## src/rtl/rv_gpio_pkg.sv

```systemverilog
// Shared definitions for rv_gpio: register selectors, byte offsets and
// a byte-enable expansion helper.
package rv_gpio_pkg;

    typedef enum logic [2:0] {
        REG_OUT  = 3'd0,
        REG_IN   = 3'd1,
        REG_DIR  = 3'd2,
        REG_IE   = 3'd3,
        REG_STAT = 3'd4,
        REG_RISE = 3'd5,
        REG_FALL = 3'd6,
        REG_TGL  = 3'd7
    } gpio_reg_e;

    localparam logic [4:0] GPIO_OUT  = 5'h00;
    localparam logic [4:0] GPIO_IN   = 5'h04;
    localparam logic [4:0] GPIO_DIR  = 5'h08;
    localparam logic [4:0] GPIO_IE   = 5'h0C;
    localparam logic [4:0] GPIO_STAT = 5'h10;
    localparam logic [4:0] GPIO_RISE = 5'h14;
    localparam logic [4:0] GPIO_FALL = 5'h18;
    localparam logic [4:0] GPIO_TGL  = 5'h1C;

    function automatic logic [31:0] byte_mask(input logic [3:0] be);
        logic [31:0] m;
        m = '0;
        for (int unsigned i = 0; i < 4; i++) begin
            m[8*i +: 8] = {8{be[i]}};
        end
        return m;
    endfunction

endpackage

```

## src/rtl/rv_sync.sv

```systemverilog
// Multi-bit N-stage synchroniser for asynchronous inputs; reset clears
// every stage.
module rv_sync #(
    parameter int unsigned W      = 1,
    parameter int unsigned STAGES = 2
) (
    input  logic         clk,
    input  logic         reset,
    input  logic [W-1:0] d,
    output logic [W-1:0] q
);

    logic [W-1:0] ff_q [STAGES];

    always_ff @(posedge clk) begin
        if (reset) begin
            for (int unsigned i = 0; i < STAGES; i++) begin
                ff_q[i] <= '0;
            end
        end else begin
            ff_q[0] <= d;
            for (int unsigned i = 1; i < STAGES; i++) begin
                ff_q[i] <= ff_q[i-1];
            end
        end
    end

    assign q = ff_q[STAGES-1];

endmodule

```

## src/rtl/rv_gpio.sv

```systemverilog
// Memory-mapped GPIO: per-pin direction, toggle, synchronised inputs and
// rising/falling edge capture into a write-1-to-clear status register.
module rv_gpio
    import rv_gpio_pkg::*;
#(
    parameter int unsigned         WIDTH       = 8,
    parameter int unsigned         SYNC_STAGES = 2,
    parameter logic [WIDTH-1:0]    RST_OUT     = '0
) (
    input  logic             clk,
    input  logic             reset,
    input  logic [4:0]       adr,
    input  logic             cs,
    input  logic             rdy,
    input  logic [3:0]       we,
    input  logic             re,
    input  logic [31:0]      dw,
    output logic [31:0]      dr,
    output logic             irq,
    input  logic [WIDTH-1:0] pin,
    output logic [WIDTH-1:0] pout,
    output logic [WIDTH-1:0] poe
);

    logic [WIDTH-1:0] out_q, out_d;
    logic [WIDTH-1:0] dir_q, dir_d;
    logic [WIDTH-1:0] ie_q, ie_d;
    logic [WIDTH-1:0] stat_q, stat_d;
    logic [WIDTH-1:0] rise_q, rise_d;
    logic [WIDTH-1:0] fall_q, fall_d;
    logic [WIDTH-1:0] p_q;
    logic [31:0]      dr_q, dr_d;

    logic             wr_en, rd_en;
    gpio_reg_e        sel;
    logic [31:0]      mask32;
    logic [WIDTH-1:0] m, wdat, clr, s, rise, fall;
    logic [31:0]      rdata;
    logic             unused_bits;

    assign wr_en  = cs & rdy & (we != 4'b0000);
    assign rd_en  = cs & rdy & re;
    assign sel    = gpio_reg_e'(adr[4:2]);
    assign mask32 = byte_mask(we);
    assign m      = mask32[WIDTH-1:0];
    assign wdat   = dw[WIDTH-1:0];
    assign unused_bits = ^{adr[1:0], dw, mask32};

    rv_sync #(
        .W      (WIDTH),
        .STAGES (SYNC_STAGES)
    ) u_sync (
        .clk   (clk),
        .reset (reset),
        .d     (pin),
        .q     (s)
    );

    assign rise = s & ~p_q;
    assign fall = ~s & p_q;
    assign clr  = (wr_en && sel == REG_STAT) ? (wdat & m) : '0;

    always_comb begin
        out_d  = out_q;
        dir_d  = dir_q;
        ie_d   = ie_q;
        rise_d = rise_q;
        fall_d = fall_q;
        // set terms OR'd after the clear so a same-cycle edge wins
        stat_d = (stat_q & ~clr) | (rise & rise_q) | (fall & fall_q);
        if (wr_en) begin
            unique case (sel)
                REG_OUT:  out_d  = (out_q  & ~m) | (wdat & m);
                REG_DIR:  dir_d  = (dir_q  & ~m) | (wdat & m);
                REG_IE:   ie_d   = (ie_q   & ~m) | (wdat & m);
                REG_RISE: rise_d = (rise_q & ~m) | (wdat & m);
                REG_FALL: fall_d = (fall_q & ~m) | (wdat & m);
                REG_TGL:  out_d  = out_q ^ (wdat & m);
                default: ;
            endcase
        end
    end

    always_comb begin
        rdata = '0;
        unique case (sel)
            REG_OUT:  rdata = 32'(out_q);
            REG_IN:   rdata = 32'(s);
            REG_DIR:  rdata = 32'(dir_q);
            REG_IE:   rdata = 32'(ie_q);
            REG_STAT: rdata = 32'(stat_q);
            REG_RISE: rdata = 32'(rise_q);
            REG_FALL: rdata = 32'(fall_q);
            REG_TGL:  rdata = '0;
            default:  rdata = '0;
        endcase
        dr_d = rd_en ? rdata : dr_q;
    end

    always_ff @(posedge clk) begin
        if (reset) begin
            out_q  <= RST_OUT;
            dir_q  <= '0;
            ie_q   <= '0;
            stat_q <= '0;
            rise_q <= '0;
            fall_q <= '0;
            p_q    <= '0;
            dr_q   <= '0;
        end else begin
            out_q  <= out_d;
            dir_q  <= dir_d;
            ie_q   <= ie_d;
            stat_q <= stat_d;
            rise_q <= rise_d;
            fall_q <= fall_d;
            p_q    <= s;
            dr_q   <= dr_d;
        end
    end

    assign dr   = dr_q;
    assign pout = out_q;
    assign poe  = dir_q;
    assign irq  = |(stat_q & ie_q);

endmodule
```

## config.mk

```make
export PLATFORM = sky130hd
export DESIGN_NAME = rv_gpio
export DESIGN_NICKNAME = d
export VERILOG_FILES = /design/src/rtl/rv_gpio_pkg.sv /design/src/rtl/rv_sync.sv /design/src/rtl/rv_gpio.sv
export SDC_FILE = /design/constraint.sdc
export NUM_CORES = 1
export LEC_CHECK = 0
export ABC_CLOCK_PERIOD_IN_PS = 3160
export CAP_MARGIN = 5
export CORE_ASPECT_RATIO = 1.4
export CORE_UTILIZATION = 45
export DETAILED_ROUTE_END_ITERATION = 16
export HOLD_SLACK_MARGIN = 0.03
export PLACE_DENSITY = 0.76
export SKIP_LAST_GASP = 1
export SLEW_MARGIN = 10
export SYNTH_ARGS = -nofsm -noshare
export SYNTH_HDL_FRONTEND = slang
export SYNTH_SLANG_ARGS = --single-unit
```

## constraint.sdc

```tcl
create_clock -name clk -period 3.16 [get_ports clk]
set_input_delay 0.474 -clock clk [delete_from_list [all_inputs] [get_ports clk]]
set_output_delay 0.474 -clock clk [all_outputs]
set_load 0.01 [all_outputs]
```

# Word-level counts from Yosys, hierarchy flattened
# Memories as Yosys holds them, arrays and structs flattened.
# Index checks and enable logic that the tools add are counted.
# W data, S select, Z words.
op_classes:
  eq_ne: 7
  mux: 8
  bitwise: 29
  reduce_logical: 10
ops:
  columns: ["cell", "count"]
  rows:
  - ["$pmux W32 S8", 1]
  - ["$and A8 B8 Y8", 12]
  - ["$or A8 B8 Y8", 7]
  - ["$not A8 Y8", 4]
  - ["$mux W8", 3]
  - ["$pmux W8 S2", 1]
  - ["$eq A3 B3 Y1 const B", 4]
  - ["$reduce_and A2 Y1", 5]
  - ["$reduce_or A8 Y1", 1]
  - ["$xor A8 B8 Y8", 1]
  - ["$eq A3 B2 Y1 const B", 2]
  - ["$reduce_bool A4 Y1", 1]
  - ["$and A1 B1 Y1", 3]
  - ["$eq A3 B1 Y1 const B", 1]
  - ["$logic_not A3 Y1", 1]
  - ["$mux W1", 3]
  - ["$or A1 B1 Y1", 2]
  - ["$reduce_bool A2 Y1", 1]
  - ["$logic_and A1 B1 Y1", 1]
word_totals:
  regBits: 88
  mem_bits_rw: 16
  inputBits: 54
  output_inout_bits: 49
  wordCells: 63
  n_memories: 1
memory_table:
  columns: ["memory", "depth", "width", "rd", "rd_ports_with_merged_regs", "wr", "line", "text"]
  rows:
  - ["u_sync.ff_q", 2, 8, 2, 0, 2, "rv_sync.sv:13", "logic [W-1:0] ff_q [STAGES];"]

# Depth between registers and ports, before layout
# Gate-level depths: netlist (run 1).
logic_depth:
  ltp_word: 8
  depth_mapped: 6
  depth_no_buf: 4

# Cells and area by module
# Synthesis (run 1) repeated with hierarchy kept, for this count alone.
unflattened:
  hier_cells: 414
  area_unflattened_um2: 3673.5
by_module_without_submodules:
  columns: ["module", "instances", "cells_each", "area_per_inst_um2"]
  rows:
  - ["rv_gpio", 1, 373, 3149.3]
  - ["rv_sync", 1, 41, 524.3]

# Worst setup path before layout (run 1)
# No wires, ideal clock.
synth_path:
  path_type: "in2reg"
  startpoint: "input port adr[4]"
  endpoint: "register dr_q[5] (netlist: dr[5])"
  setup_ps: 133
  arrival_time_ps: 1535
  t_required_ps: 3027
  path_slack_ps: 1492
  path_stages: 5
  n_path_buf: 1
  path_cell_list: "buf_6 > or3_4 > or2_2 > o221ai_1 > a31oi_1"
synth_via:
  elab_chain_len: 2
synth_rtl:
  columns: ["item", "line", "text"]
  rows:
  - ["from (decl)", "rv_gpio.sv:12", "input logic [4:0] adr,"]
  - ["$eq A3 B3 Y1 (tied with other cells)", "rv_gpio.sv:86", "unique case (sel)"]
  - ["$pmux W32 S8 (*)", "rv_gpio.sv:86", null]
  - ["to (signal assigned)", "rv_gpio.sv:118", "dr_q <= dr_d;"]
  - ["to (decl)", "rv_gpio.sv:32", "logic [31:0] dr_q, dr_d;"]
# Every way passes the cells marked *; elsewhere a longest branch is shown, timed or not. The select of a mux whose other input is x is not followed.
# A chain may end at the register's enable or synchronous reset.

==> results.md, run 1 <==
Power and ir drop:
- Of the total power, combinational logic draws 0.087.
- VDD sags by at most 0.000254 V.
- The power density normalized to cell area is 487 nW/µm².
- The net switching power is 0.000486 W.
- The internal power component is 0.00165 W.
- In this run the static leakage power is 1.52 nW.
- Of the total power, the clock network draws 0.426.
- Of the total power, registers draw 0.487.
- The switching share of power is 0.227.

Timing:
- The aggregate negative setup slack is 0 ps.
- The shortest clock period the worst path allows after layout is 2270 ps.
- The clock arrives with 7.67 ps of skew.
- Timing would allow up to 441 MHz.
- The post-route fraction of the period consumed by the critical path is 0.717.
- The number of hold violations in the final report was 0.
- The slew at the pin closest to its max-slew limit is 704 ps.
- The worst max-slew margin expressed relative to the limit is 0.531.
- Setup violations remaining at the end of the flow were counted as 0.
- Setup repair after global routing left no endpoint under its margin.
- The final count of pins violating max slew is 0.

Detailed routing:
- Using the TritonRoute via totals, the vias-per-cell ratio works out to 5.42.
- The final routed DRC violation total is 0.
- The number of iterations in the first detailed-routing pass is 4.
- The detailed router's first-iteration violation count is 311.
- The routed layout has 3064 vias.
- The remaining number of nets flagged by the antenna check after routing is 0.
- The final layout contains routed wiring with a total length of 8.92 mm.
- Dividing the detail-routed wire length by the instance count gives 15.8 µm.

Clock network:
- For this design, the sink count on the clock tree is 80.
- The clock tree synthesis step divided the H-tree into 3 levels.
- Once the clock tree was built, the setup fixing pass inserted 0 buffers.
- CTS placed an instance of sky130_fd_sc_hd__clkbuf_8 at the clock tree root.
- Clock-pin slew was measured on the worst setup and hold paths at 70 ps.
- The number of buffers created by CTS is 9.
- The post-cts hold buffer count is 0.
- TritonCTS built the clock tree.
- The worst-skew pair later-pin latency is 360 ps.
- After clock tree synthesis, the repair step resized 0 gates.
- The clock passes through at most 2 buffers.

Die:
- The initial standard-cell utilization of the core is 0.470.
- The floorplan step set the die height to 109 µm.
- The overall die width is 78.3 µm.
- The core region area is 7800 µm².
- The number of top-level pins is 103.
- After floorplanning, the core was divided into 38 placement rows.
- The die covers 8510 µm².

Synth:
- Synthesis produced a netlist whose cell count is 415.
- The Yosys step of the flow raised 0 warnings.
- The mean instance size in the synthesized netlist is 8.83 µm².
- The arithmetic-cell share of the synthesized area counting full adders, half adders and majority gates is 0.
- In this run, distinct cell masters in the synthesized netlist total 43.
- The portion of netlist area occupied by mux cells is 0.0632.
- The fraction of synthesis flops using an asynchronous set or reset pin is 0.
- The compound-cell area share of the yosys netlist was 0.196.
- After synthesis the netlist holds a flip-flop and latch count of 80.
- By area the synthesized netlist is led by sky130_fd_sc_hd__dfxtp_1 44%, sky130_fd_sc_hd__mux2i_1 6.0%, sky130_fd_sc_hd__buf_4 5.5%, sky130_fd_sc_hd__nor2b_1 5.1%, sky130_fd_sc_hd__o21ai_0 4.5%.
- The share of the Yosys chip area taken by registers is 0.437.
- The largest family of logic cells by synthesized area is simple AND/OR/NAND/NOR gates.
- For this run, the leading register cell type out of synthesis is sky130_fd_sc_hd__dfxtp_1.
- Of the total synthesized cell area, the portion taken by AND, OR, NAND and NOR gates is 0.207.
- The number of enable flip-flop cells after synthesis is 0.
- The xor and xnor area share after synthesis is 0.
- The share of synthesized area in the top cell type comes to 0.437.
- The synthesized netlist occupies a cell area of 3660 µm².
- The library cell with the largest summed area after synthesis is sky130_fd_sc_hd__dfxtp_1.

Layout:
- The library cells used most frequently in the layout, excluding fill and tap cells, are 80 x sky130_fd_sc_hd__dfxtp_1, 48 x sky130_fd_sc_hd__clkdlybuf4s50_1, 43 x sky130_fd_sc_hd__nand2_1.
- The number of antenna diodes in the final layout is 0.
- The fraction of final layout cells sized beyond drive strength 1 is 0.0731.
- The area growth from synthesis to final layout is 19.7%.
- The total non-filler cell area in the finished layout is 4390 µm².
- In the final layout, the multi-input gates occupy 1800 µm².
- The library cell used most frequently in the layout, excluding fill and tap cells, is sky130_fd_sc_hd__dfxtp_1.
- The post-route core utilization is 0.562.
- The filler cell count is 690.
- In the final design database the tool counted 514 nets.
- The number of standard cells in the final layout excluding fillers is 565.
- Across the whole layout, storage elements account for 1600 µm².

Placement:
- Including well taps, the total number of placed cells is 549.
- The wire-length estimate of the detail-placed layout is 6.38 mm.
- The cell area after placement is 4140 µm².
- The congestion estimate from routability-driven global placement came to 0.858.
- During placement, the flow inserted port buffers numbering 49.

Min path:
- In this run the worst hold path is classified as reg2reg.

Global route:
- The via count of the first global-routing pass is 2872.
- Across every metal layer, demand over resource in global routing totals 0.225.
- The number of antenna violations at the first check in global routing came to 0.
- The maximum number of pins on one net before global-route repair is 69.
- The first global-routing pass estimated 14.4 mm of wire.
- The sum of overflow across all layers after global routing is 0.

Job:
- The number of maximum-capacitance constraint violations is 0.

Worst setup path:
- The element type at the critical path end is a flip-flop.
- STA puts the critical path data arrival time at 2550 ps.
- The critical path is of the in2reg type.
- The worst setup path is launched from an input pin.
- STA puts the critical path data required time at 3440 ps.
- Of all nets on the critical path, the largest fanout is 14.

Status:
- The flow ran to the end, and the final reports show no timing, DRC or antenna violations.
[kinds of logic after synthesis]
logic type,Yosys count
simple gates,134
compound gates,113
flops,80
buf+inv,64
mux,23
other cells,1
[power by group through the flow]
stage / Sequential (W) / Clock, W / Combinational, W
2_1_floorplan: 0.00106 / 0 / 0.000125
4_1_cts: 0.00104 / 0.000927 / 0.000185
5_1_grt: 0.00104 / 0.000967 / 0.000203
6_report: 0.00104 / 0.000910 / 0.000187
3_3_place_gp: 0.00106 / 0 / 0.000183
3_5_place_dp: 0.00106 / 0 / 0.000185
[area by class of cell]
cell class                 count  share of cell area
clock inverter                 5              0.0237
clock buffer                  11              0.0322
sequential                    80               0.365
inverter                      17              0.0146
tap                          100              0.0285
timing repair buffer          58               0.126
multi-input combinational    294               0.410
[worst paths after layout]
check / from / end / slack (ps) / cells after the start
max: adr[2] / flip-flop / 890 / 6
min: u_sync.ff_q[0][7] / u_sync.ff_q[0][15] / 440 / 1
max reg2reg: flip-flop / dr[6] / 1940 / 4
min reg2reg: u_sync.ff_q[0][7] / u_sync.ff_q[0][15] / 440 / 1
[critical path, cell delays in order]
cell	delay [ps]
sky130_fd_sc_hd__clkdlybuf4s50_1	830
sky130_fd_sc_hd__buf_4	290
sky130_fd_sc_hd__nand2b_1	220
sky130_fd_sc_hd__nor2_1	490
sky130_fd_sc_hd__nand2_1	110
sky130_fd_sc_hd__a21oi_1	130
[Yosys cell counts, drive strengths merged (2+ instances only)]
| master | instances |
|---|---|
| a21oi | 32 |
| a22oi | 4 |
| a31oi | 12 |
| a32o | 8 |
| and2 | 8 |
| buf | 33 |
| clkbuf | 14 |
| dfxtp | 80 |
| inv | 17 |
| mux2i | 22 |
| nand2 | 43 |
| nand2b | 3 |
| nand3 | 5 |
| nand3b | 16 |
| nand4 | 4 |
| nor2 | 17 |
| nor2b | 30 |
| o211ai | 2 |
| o21ai | 33 |
| o221ai | 7 |
| o22ai | 5 |
| o2bb2ai | 4 |
| or3 | 3 |
[per-stage QoR]
stage          total power [W]  setup slack [ps]  hold slack [ps]
3_3_place_gp           0.00125               612              416
4_1_cts                0.00215               952              439
2_1_floorplan          0.00119              1490              414
3_5_place_dp           0.00125               584              420
6_report               0.00214               895              437
5_1_grt                0.00221               697              464
[metal layers]
metal  GRT usage  wire [µm]  vias up
li1            -          -     1500
met1       0.257       3510     1409
met2       0.382       4460      125
met3      0.0285        452       30
met4       0.172        496        0
met5           0          0        -
No activity file was read; power rests on OpenSTA's default activity.
==> inputs of run 2 (changes only) <==
- ABC_CLOCK_PERIOD_IN_PS: 3160 -> 2020
- CORE_UTILIZATION: 45 -> 43
- clock period: 3.16 -> 2.02 ns (I/O delays scaled with it)
==> run 2 against run 1 <==
Effect of this change:
- register-to-register slack worse by 1100 ps
- sequential cell count unchanged
- clock power increased by 63%
- sequential power rose by 57%
- largest power group unchanged
- wire length is 7.6% higher
- critical path type is now reg2out
- sequential share of layout area fell by 1.6 points
- global-route usage rose by 0.22 points
- final cell count grew 4.1%
- highest routed layer unchanged
- combinational power up 73%
- total power is 61% higher
- via count up 6.1%
- non-clock buffer count grew 21
==> results.md, run 2 (synthesis gave the netlist of run 1 again) <==
Detailed routing:
- The via density per instance came to 5.53 (+2.0%).
- The detailed router's first-iteration violation count was 293 (-5.8%).
- The remaining number of nets flagged by the antenna check after routing is 0 (unchanged).
- The number of iterations in the first detailed-routing pass is 4 (unchanged).
- The final routed wirelength across all metal layers is 9.60 mm (+7.6%).
- The final routed DRC violation total is 0 (unchanged).
- The average routed wire per standard cell is 16.3 µm (+3.4%).
- The via count of the routed design is 3252 (+6.1%).

Job:
- The number of maximum-capacitance constraint violations came to 0 (unchanged).

Min path:
- The worst hold-check path type is in2reg.

Timing:
- The setup violation total in the final timing report came to 0 (unchanged).
- The final count of pins violating max slew is 0 (unchanged).
- The slew at the pin closest to its max-slew limit was 635 ps (-69.0 ps).
- The clock period could shrink to 1870 ps.
- Dividing the final minimum period by the clock period gives 0.928.
- The number of hold violations in the final report is 0 (unchanged).
- Setup repair after global routing left no endpoint under its margin.
- Static timing analysis puts the maximum clock frequency at 534 MHz.
- The final hold slack came to 293 ps (-143 ps).
- The worst max-slew margin expressed relative to the limit was 0.577 (+0.0460).
- The final setup skew is 4.70 ps (-2.97 ps).

Worst setup path:
- The register-to-register path setup slack came to 850 ps (-1090 ps).
- The data required time of the critical path is 1720 ps (-1720 ps).
- On the critical path, the stage with the largest delay is an instance of sky130_fd_sc_hd__clkdlybuf4s50_1.
- The arrival time of data at the critical path endpoint is 1570 ps (-980 ps).
- The worst setup path is of the reg2out kind.
- The largest stage delay on the critical path is 500 ps (-330 ps).
- STA classifies the critical path startpoint as a flip-flop.
- The biggest fanout along the worst timing path is 3 (-11).
- The worst register-to-register path ends at dr[6].
- The endpoint of the most critical setup path is irq.
- The number of cell instances on the worst register-to-register path is 4 (unchanged).
- The signal on the critical path passes through a22oi_1, nand4_1, clkdlybuf4s50_1.
- Tracing the worst setup path back leads to its startpoint at stat_q[5].
- STA classifies the critical path endpoint as a primary output.

Die:
- The number of top-level pins is 103 (unchanged).
- The vertical die dimension is 111 µm (+2.3%).
- The initial standard-cell utilization of the core was 0.447 (-0.0230).
- The total die area is 8900 µm² (+4.5%).
- The core region area came to 8200 µm² (+5.1%).
- The placement row count came to 39 (+2.6%).
- The overall die width is 80.0 µm (+2.2%).

Layout:
- The number of diodes is 0 (unchanged).
- The top cell types in the final layout, fill and taps aside, are 80 x sky130_fd_sc_hd__dfxtp_1, 48 x sky130_fd_sc_hd__clkdlybuf4s50_1, 43 x sky130_fd_sc_hd__nand2_1.
- The net count reported at finish is 535 (+4.1%).
- From synthesis to final layout, the design area changed by 25.2%.
- The fraction of final layout cells sized beyond drive strength 1 is 0.115 (+0.0421).
- The library cell used most frequently in the layout, excluding fill and tap cells, is sky130_fd_sc_hd__dfxtp_1.

Power and ir drop:
- The switching share of power was 0.240 (+0.0123).
- The part of the power in the clock network was 0.430 (+0.004).
- The net switching power is 0.000822 W (+69%).
- The worst vdd rail ir drop is 0.000488 V (+92%).
- The total power consumption of the routed design is 0.00343 W (+61%).
- The sequential cell fraction of total power came to 0.475 (-0.012).
- The internal power component was 0.00261 W (+58%).
- The power density normalized to cell area is 748 nW/µm² (+53%).
- The static leakage was 1.64 nW (+7.5%).
- The combinational share of power was 0.094 (+0.007).

Clock network:
- The level count of the clock H-tree is 3 (unchanged).
- The number of buffers created by CTS is 9 (unchanged).
- The worst-skew pair later-pin latency is 340 ps (-20 ps).
- TritonCTS built the clock tree.
- The post-cts resize count is 0 (unchanged).
- The clock net sink count is 80 (unchanged).
- The post-cts hold buffer count was 0 (unchanged).
- The cell sitting at the root of the clock tree is a sky130_fd_sc_hd__clkbuf_16.
- The buffer depth of the longest clock path is 2 (unchanged).
- The post-CTS setup buffer count is 0 (unchanged).
- The clock-pin slew reported for the worst setup and hold paths after clock tree synthesis was 60 ps (about the same).

Placement:
- The half-perimeter wire length after detailed placement came to 6.91 mm (+8.2%).
- The number of input and output port buffers inserted was 49 (unchanged).
- The weighted congestion reported at the end of routability-driven placement came to 0.894 (+4.1%).

Global route:
- The via count of the first global-routing pass was 3096 (+7.8%).
- The number of antenna violations at the first check in global routing is 0 (unchanged).
- The wire length of the first global-routing pass came to 15.2 mm (+5.1%).
- The maximum number of pins on one net before global-route repair was 64 (-7.2%).
- The total routing resource utilization after global routing is 0.228 (+0.00224).
- The sum of overflow across all layers after global routing is 0 (unchanged).

Status:
- The flow ran to the end, and the final reports show no timing, DRC or antenna violations.
==> run 2: per-stage QoR <==
| step | setup slack (ps) | utilization | area, µm² | std cells | setup TNS [ps] |
|---|---|---|---|---|---|
| 2_1_floorplan | 523 | - | 3750 | 438 | 0 |
| 3_3_place_gp | -29.6 | 0.526 | 4310 | 572 | -110 |
| 4_1_cts | 137 | 0.560 | 4590 | 588 | 0 |
| 5_1_grt | 113 | 0.560 | 4590 | 588 | 0 |
| 6_report | 146 | 0.560 | 4590 | 588 | 0 |
| 3_5_place_dp | -61.3 | 0.526 | 4310 | 572 | -393 |
==> run 2: worst min-delay path by stage <==
stage	to	slack [ps]	cells after the start	from
after CTS	p_q[7]	280	2	reset
final	p_q[7]	290	2	reset
after global placement	u_sync.ff_q[0][8]	420	1	u_sync.ff_q[0][0]
after detailed placement	u_sync.ff_q[0][13]	420	1	u_sync.ff_q[0][5]
after global routing	p_q[7]	290	2	reset
after floorplan	u_sync.ff_q[0][10]	410	1	u_sync.ff_q[0][2]
==> run 2: power by group through the flow <==
stage               Combinational (W)  Clock (W)  Sequential, W
finish                       0.000324    0.00148        0.00163
global placement             0.000315          0        0.00166
floorplan                    0.000195          0        0.00166
detailed placement           0.000319          0        0.00166
CTS                          0.000321    0.00151        0.00163
global route                 0.000348    0.00160        0.00163
==> run 2: layout make-up <==
cell class	count	area, µm²
Clock buffer	10	239
Sequential cell	80	1600
Tap cell	102	128
Multi-Input combinational cell	294	1800
Inverter	17	63.8
Fill cell	730	3610
Timing Repair Buffer	79	723
Clock inverter	6	35.0
==> run 2: worst max-delay path: cells and delay by family, from the launching register on <==
kind                   cells  cell delay [ps]
AOI/OAI and AO/OA          1              250
and+or+nand+nor            1              150
DFF                        1              340
buffers and inverters      1              500
==> run 2: metal layers <==
layer	part of all wire	global-route usage	vias up
met2	0.50	0.377	138
li1	-	-	1545
met3	0.076	0.0650	35
met5	0	0	-
met1	0.36	0.238	1534
met4	0.060	0.171	0
